### config.mk
export PLATFORM = sky130hd
export DESIGN_NAME = sys_ctrl_gen
export DESIGN_NICKNAME = d
export VERILOG_FILES = /design/src/rtl/sys_ctrl_gen.sv
export SDC_FILE = /design/constraint.sdc
export NUM_CORES = 1
export LEC_CHECK = 0
export CAP_MARGIN = 20
export CORE_ASPECT_RATIO = 1.5
export CORE_MARGIN = 2
export CORE_UTILIZATION = 53
export DETAILED_ROUTE_END_ITERATION = 8
export MAX_ROUTING_LAYER = met4
export PLACE_DENSITY = 0.86
export SYNTH_ARGS = -nofsm -noshare
export SYNTH_HDL_FRONTEND = slang
export SYNTH_SLANG_ARGS = --single-unit
export TNS_END_PERCENT = 10
### constraint.sdc
create_clock -name CLK -period 3 [get_ports CLK]
set_input_delay 0.9 -clock CLK [delete_from_list [all_inputs] [get_ports CLK]]
set_output_delay 0.9 -clock CLK [all_outputs]
set_load 0.01 [all_outputs]
### src/rtl/sys_ctrl_gen.sv
// ---------------------------------------------------------------------------
// sys_ctrl_gen
//   Command-frame controller between the UART RX byte stream and the register
//   file / ALU / TX FIFO. Decodes RF write (AA), RF read (BB), ALU op with
//   operands (CC) and ALU op without operands (DD). Results are buffered and
//   pushed LSB byte first into the TX FIFO under FIFO_FULL backpressure.
//
//   Optional build macro: SYS_CTRL_ERR_RESP_EN
//     defined   - every frame_err also sends a one-byte 8'hEE response
//     undefined - aborts only pulse frame_err
//
// Ports
//   CLK, RST (async, active-low)
//   RX_P_DATA, RX_D_VLD, parity_error, Framing_error : RX byte stream
//   RdData, RdData_Valid                             : RF read return
//   ALU_OUT, OUT_Valid                               : ALU result return
//   FIFO_FULL                                        : TX FIFO full flag
//   ALU_FUN, ALU_EN, CLK_EN                          : ALU control (registered)
//   Address, WrEn, RdEn, WrData                      : RF control (registered)
//   TX_P_DATA (registered), TX_D_VLD                 : TX FIFO push
//   clk_div_en (constant 1), busy, frame_err
// ---------------------------------------------------------------------------
// state    | meaning
// IDLE     | waiting for an opcode byte
// WR_ADDR  | RF write: waiting for address byte
// WR_DATA  | RF write: waiting for data byte
// RD_ADDR  | RF read: waiting for address byte
// RD_WAIT  | RF read: waiting for RdData_Valid
// OPA      | ALU op: waiting for operand A (written to RF addr 0)
// OPB      | ALU op: waiting for operand B (written to RF addr 1)
// FUN      | ALU op: waiting for function byte
// ALU_WAIT | ALU enabled, waiting for OUT_Valid
// TX_SEND  | pushing buffered result bytes to the TX FIFO
// ---------------------------------------------------------------------------
module sys_ctrl_gen #(
  parameter int DATA_WIDTH     = 8,
  parameter int ADDR_WIDTH     = 4,
  parameter int FUN_WIDTH      = 4,
  parameter int ALU_OUT_WIDTH  = 16,
  parameter int TIMEOUT_CYCLES = 1023
) (
  input  logic                     CLK,
  input  logic                     RST,
  input  logic [DATA_WIDTH-1:0]    RX_P_DATA,
  input  logic                     RX_D_VLD,
  input  logic                     parity_error,
  input  logic                     Framing_error,
  input  logic [DATA_WIDTH-1:0]    RdData,
  input  logic                     RdData_Valid,
  input  logic [ALU_OUT_WIDTH-1:0] ALU_OUT,
  input  logic                     OUT_Valid,
  input  logic                     FIFO_FULL,
  output logic [FUN_WIDTH-1:0]     ALU_FUN,
  output logic                     ALU_EN,
  output logic                     CLK_EN,
  output logic [ADDR_WIDTH-1:0]    Address,
  output logic                     WrEn,
  output logic                     RdEn,
  output logic [DATA_WIDTH-1:0]    WrData,
  output logic [DATA_WIDTH-1:0]    TX_P_DATA,
  output logic                     TX_D_VLD,
  output logic                     clk_div_en,
  output logic                     busy,
  output logic                     frame_err
);

  localparam int NB    = ALU_OUT_WIDTH / DATA_WIDTH;
  localparam int IDX_W = (NB > 1) ? $clog2(NB) : 1;
  localparam int TMO_W = $clog2(TIMEOUT_CYCLES + 1);

  localparam logic [TMO_W-1:0] TMO_MAX      = TMO_W'(TIMEOUT_CYCLES);
  localparam logic [IDX_W-1:0] IDX_LAST_ALU = IDX_W'(NB - 1);

  localparam logic [7:0] OP_WR  = 8'hAA;
  localparam logic [7:0] OP_RD  = 8'hBB;
  localparam logic [7:0] OP_ALU = 8'hCC;
  localparam logic [7:0] OP_NOP = 8'hDD;

`ifdef SYS_CTRL_ERR_RESP_EN
  localparam logic [DATA_WIDTH-1:0] ERR_BYTE = DATA_WIDTH'(8'hEE);
`endif

  typedef enum logic [3:0] {
    IDLE, WR_ADDR, WR_DATA, RD_ADDR, RD_WAIT, OPA, OPB, FUN, ALU_WAIT, TX_SEND
  } state_t;

  state_t                   state;
  logic [ALU_OUT_WIDTH-1:0] res_buf;
  logic [ALU_OUT_WIDTH-1:0] res_buf_shr;
  logic [IDX_W-1:0]         idx;
  logic [IDX_W-1:0]         last_idx;
  logic [TMO_W-1:0]         tmo_cnt;

  logic good_byte, bad_byte, op_known;
  logic collecting, tmo_state, tmo_hit, resp_wins, abort, tx_push;

  assign good_byte  = RX_D_VLD & ~(parity_error | Framing_error);
  assign bad_byte   = RX_D_VLD &  (parity_error | Framing_error);
  assign op_known   = (RX_P_DATA[7:0] == OP_WR)  || (RX_P_DATA[7:0] == OP_RD) ||
                      (RX_P_DATA[7:0] == OP_ALU) || (RX_P_DATA[7:0] == OP_NOP);
  assign tmo_hit    = (tmo_cnt == TMO_MAX);
  assign resp_wins  = ((state == RD_WAIT)  && RdData_Valid) ||
                      ((state == ALU_WAIT) && OUT_Valid);
  assign tx_push    = (state == TX_SEND) && !FIFO_FULL;
  // Buffer is a shift register: the next byte to send is always the low byte.
  assign res_buf_shr = res_buf >> DATA_WIDTH;

  assign TX_D_VLD   = tx_push;
  assign busy       = (state != IDLE);
  assign clk_div_en = 1'b1;

  always_comb begin
    collecting = 1'b0;
    tmo_state  = 1'b0;
    case (state)
      WR_ADDR, WR_DATA, RD_ADDR, OPA, OPB, FUN: begin
        collecting = 1'b1;
        tmo_state  = 1'b1;
      end
      RD_WAIT, ALU_WAIT: tmo_state = 1'b1;
      default: ;
    endcase
  end

  // A good byte or a returning response beats a coinciding timeout.
  assign abort = (collecting && bad_byte) ||
                 ((state == IDLE) && good_byte && !op_known) ||
                 (tmo_state && tmo_hit && !good_byte && !resp_wins);

  always_ff @(posedge CLK or negedge RST) begin
    if (!RST) begin
      state     <= IDLE;
      res_buf   <= '0;
      idx       <= '0;
      last_idx  <= '0;
      tmo_cnt   <= '0;
      ALU_FUN   <= '0;
      ALU_EN    <= 1'b0;
      CLK_EN    <= 1'b0;
      Address   <= '0;
      WrEn      <= 1'b0;
      RdEn      <= 1'b0;
      WrData    <= '0;
      TX_P_DATA <= '0;
      frame_err <= 1'b0;
    end else begin
      WrEn      <= 1'b0;
      RdEn      <= 1'b0;
      frame_err <= 1'b0;

      if (good_byte || !tmo_state)
        tmo_cnt <= '0;
      else
        tmo_cnt <= tmo_cnt + TMO_W'(1);

      if (abort) begin
        frame_err <= 1'b1;
        ALU_EN    <= 1'b0;
        CLK_EN    <= 1'b0;
        tmo_cnt   <= '0;
`ifdef SYS_CTRL_ERR_RESP_EN
        res_buf   <= ALU_OUT_WIDTH'(ERR_BYTE);
        TX_P_DATA <= ERR_BYTE;
        idx       <= '0;
        last_idx  <= '0;
        state     <= TX_SEND;
`else
        state     <= IDLE;
`endif
      end else begin
        case (state)
          IDLE: begin
            if (good_byte) begin
              case (RX_P_DATA[7:0])
                OP_WR:   state <= WR_ADDR;
                OP_RD:   state <= RD_ADDR;
                OP_ALU:  state <= OPA;
                OP_NOP:  state <= FUN;
                default: state <= IDLE;
              endcase
            end
          end
          WR_ADDR: begin
            if (good_byte) begin
              Address <= RX_P_DATA[ADDR_WIDTH-1:0];
              state   <= WR_DATA;
            end
          end
          WR_DATA: begin
            if (good_byte) begin
              WrEn   <= 1'b1;
              WrData <= RX_P_DATA;
              state  <= IDLE;
            end
          end
          RD_ADDR: begin
            if (good_byte) begin
              RdEn    <= 1'b1;
              Address <= RX_P_DATA[ADDR_WIDTH-1:0];
              state   <= RD_WAIT;
            end
          end
          RD_WAIT: begin
            if (RdData_Valid) begin
              res_buf   <= ALU_OUT_WIDTH'(RdData);
              TX_P_DATA <= RdData;
              idx       <= '0;
              last_idx  <= '0;
              tmo_cnt   <= '0;
              state     <= TX_SEND;
            end
          end
          OPA: begin
            if (good_byte) begin
              WrEn    <= 1'b1;
              Address <= '0;
              WrData  <= RX_P_DATA;
              state   <= OPB;
            end
          end
          OPB: begin
            if (good_byte) begin
              WrEn    <= 1'b1;
              Address <= ADDR_WIDTH'(1);
              WrData  <= RX_P_DATA;
              state   <= FUN;
            end
          end
          FUN: begin
            if (good_byte) begin
              ALU_FUN <= RX_P_DATA[FUN_WIDTH-1:0];
              ALU_EN  <= 1'b1;
              CLK_EN  <= 1'b1;
              state   <= ALU_WAIT;
            end
          end
          ALU_WAIT: begin
            // CLK_EN stays on through TX_SEND so the ALU result stays stable.
            if (OUT_Valid) begin
              ALU_EN    <= 1'b0;
              res_buf   <= ALU_OUT;
              TX_P_DATA <= ALU_OUT[DATA_WIDTH-1:0];
              idx       <= '0;
              last_idx  <= IDX_LAST_ALU;
              tmo_cnt   <= '0;
              state     <= TX_SEND;
            end
          end
          TX_SEND: begin
            if (tx_push) begin
              if (idx == last_idx) begin
                idx    <= '0;
                CLK_EN <= 1'b0;
                state  <= IDLE;
              end else begin
                idx       <= idx + IDX_W'(1);
                res_buf   <= res_buf_shr;
                TX_P_DATA <= res_buf_shr[DATA_WIDTH-1:0];
              end
            end
          end
          default: state <= IDLE;
        endcase
      end
    end
  end

endmodule

==> impl_metrics.py <==
metrics = {
    "logic_synthesis": {
        "yosysUniqueCellTypes": 52,
        "ys_ff_latch": 53,
        "synth_top_area_share": 0.469,
        "ys_warn_count": 0,
        "yosys.area_share.simple": 0.172,
        "synth_compound_area_frac": 0.131,
        "synth_edf_count": 0,
        "ys.flop_type": "dfrtp_1",
        "netlist_area_um2": 2830,
        "synth_nets": 321,
        "syn_avg_cell_area_um2": 10.1,
        "synthAdderAreaFrac": 0.00885,
        "synth_top_family_by_area": "simple AND/OR/NAND/NOR gates",
        "synthTopCellsByArea": "dfrtp_1 47%, mux2_2 6.4%, nor2_1 3.7%",
        "yosys.area_share.xor_xnor": 0.0310,
        "ys_seq_area_frac": 0.469,
        "synth_cells": 279,
        "synth_top_area_cell": "dfrtp_1",
        "synth_mux_area_frac": 0.120,
        "async_flop_share": 1.00,
    },
    "clocking": {
        "root_buffer": "clkbuf_8",
        "cts.repair.resized": 0,
        "htreeDepth": 2,
        "cts_tree": "yes",
        "clkSlewWorstSetupHoldPaths_ps": 90,
        "ctsHoldBuffers": 0,
        "cts.sinks": 53,
        "cts_setup_buffers": 0,
        "worstSkewPairLatency_ps": 310,
        "cts_buffers": 5,
        "cts_buffer_depth": 2,
    },
    "placed_design": {
        "dp_hpwl_um": 5010,
        "io_buffers": 70,
        "routabilityCongestion": 0.846,
        "dp_cells": 407,
        "pre_cts_ws_ps": 118,
    },
    "floorplanning": {
        "pin_count": 72,
        "rows": 32,
        "coreArea_um2": 5160,
        "die_w_um": 63.6,
        "fp.dieArea_um2": 5950,
        "dieHeight_um": 93.5,
        "start_util": 0.547,
    },
    "sta": {
        "timing.final.ws_setup_ps": 95.7,
        "fin_crit_sh": 0.968,
        "worst_pin_slew_ps": 688,
        "slew_headroom": 0.541,
        "clock.fmax_mhz": 344,
        "period_needed_ps": 2900,
        "hold_violations": 0,
        "finalSetupViolCount": 0,
        "tns_ps": 0,
        "finalClockSkew_ps": 8.35,
        "rsz0062_at_grt": "false",
        "drv_slew": 0,
    },
    "hold_path": {
        "min_from": "Address[0]",
        "holdPathStages": 2,
        "holdPathEnd": "Address[0]",
        "hp-class": "reg2reg",
    },
    "worst_setup_path": {
        "rr_startpoint": "state[0]",
        "critPathCaptureType": "output port",
        "r2r-end": "ALU_EN",
        "ff2ff_setup_slack_ps": 880,
        "start_kind": "input port",
        "cp_max_fo": 2,
        "reg2regPathDepth": 6,
        "arrival_ps": 2000,
        "crit_required_ps": 2100,
        "crit_type": "in2out",
    },
    "route": {
        "first_pass_iters": 4,
        "routed_wl_um": 6670,
        "wire_per_inst_um": 16.1,
        "drtAntennaViolNets": 0,
        "viasPerCell": 5.64,
        "drc": 0,
        "vias": 2339,
        "drtIter0Drc": 77,
    },
    "final_layout": {
        "diodes": 0,
        "multi_input_area_um2": 1310,
        "layout.nets": 388,
        "area_delta_synth_final_pct": 29.8,
        "mostFrequentLayoutCells": "69 x clkdlybuf4s50_1, 53 x dfrtp_1, 28 x nor2_1",
        "drive_gt1_frac": 0.150,
        "fillers": 387,
        "fin_cells": 415,
        "seq_area_um2": 1330,
        "layout_commonest_cell": "clkdlybuf4s50_1",
    },
    "run": {
        "maxCapViolCount": 0,
    },
    "power": {
        "p_seq_frac": 0.353,
        "ir_worst_vdd_mv": 0.479,
        "internal_power_mw": 2.06,
        "switching_share": 0.377,
        "leakage_nw": 1.57,
        "power_frac_comb": 0.512,
        "power.switching_mw": 1.25,
        "power_density_nw_per_um2": 903,
        "p_clk_frac": 0.136,
    },
    "grt": {
        "grt_pass1_wl_um": 10900,
        "antenna_found_initial": 0,
        "grt_max_degree": 32,
        "grtUsageTotal": 0.244,
        "overflow": 0,
        "grt_pass1_vias": 2368,
    },
    "run_status": {
        "status": "finished, final reports clean",
    },
}
==> power by group through the flow <==
stage	Clock [mW]	Combinational, mW	Sequential, mW
floorplan	0	1.12	1.15
global placement	0	1.64	1.16
detailed placement	0	1.69	1.18
CTS	0.459	1.70	1.17
global route	0.488	1.84	1.21
finish	0.450	1.70	1.17
==> Yosys cell counts (all sizes together), types with 2 or more instances <==
library cell	n
dfrtp	53
nor2	29
nand2	26
o21ai	21
mux2	20
buf	19
nand3	17
inv	14
mux2i	10
a211oi	8
a21oi	8
xnor2	5
xor2	5
nand2b	4
a31oi	3
nor3	3
o211ai	3
and2b	2
and3	2
clkbuf	2
ha	2
nand3b	2
o22ai	2
o41ai	2
or2	2
==> area by class of cell <==
| type | count | area share |
|---|---|---|
| sequential | 53 | 0.361 |
| inverter | 14 | 0.0143 |
| clock buffer | 7 | 0.0262 |
| tap | 68 | 0.0232 |
| timing repair buffer | 81 | 0.215 |
| multi-input combinational | 191 | 0.357 |
| clock inverter | 1 | 0.00239 |
==> worst max-delay path: stages <==
cell and delay [ps]:
clkdlybuf4s50_1 420, nor2_1 130, clkdlybuf4s50_1 550
==> metrics by stage <==
| stage | total power [mW] | hold slack (ps) | instance area [um2] | util |
|---|---|---|---|---|
| 5_1_grt | 3.53 | 516 | 3670 | 0.711 |
| 3_5_place_dp | 2.86 | 471 | 3570 | 0.690 |
| 3_3_place_gp | 2.80 | 460 | 3570 | 0.690 |
| 4_1_cts | 3.33 | 493 | 3670 | 0.711 |
| 2_1_floorplan | 2.28 | 451 | 2830 | - |
| 6_report | 3.31 | 486 | 3670 | 0.711 |
==> registers in the layout (all words and copies together) (netlist names) <==
signal and cells:
tmo_cnt 10, idx 1, TX_P_DATA 7, last_idx 1, Address 4, RdEn 1, res_buf 9, WrData 8
state 4, ALU_FUN 4, ALU_EN 1, WrEn 1, frame_err 1, CLK_EN 1
==> layer usage <==
metal  vias up  track usage  share of wire
li1       1085            -              -
met1      1150        0.255           0.36
met2        83        0.438           0.56
met3        21       0.0397          0.045
met4         0        0.123          0.031
met5         -            -              0
==> how the worst max path moves through the flow <==
stage	from	end	slack (ps)	cells after the start
after floorplan	FIFO_FULL	TX_P_DATA[0]	860	5
after global routing	FIFO_FULL	TX_D_VLD	70	3
after global placement	FIFO_FULL	TX_D_VLD	140	3
after detailed placement	FIFO_FULL	TX_D_VLD	120	3
after CTS	FIFO_FULL	TX_D_VLD	110	3
final	FIFO_FULL	TX_D_VLD	100	3
==> logic make-up after synthesis <==
logic type | count (synthesis)
buf+inv | 35
flops | 53
simple gates | 96
other cells | 1
mux | 30
fa+ha+maj | 2
xor+xnor | 10
compound gates | 52
Power figures use the tool's default switching activity.
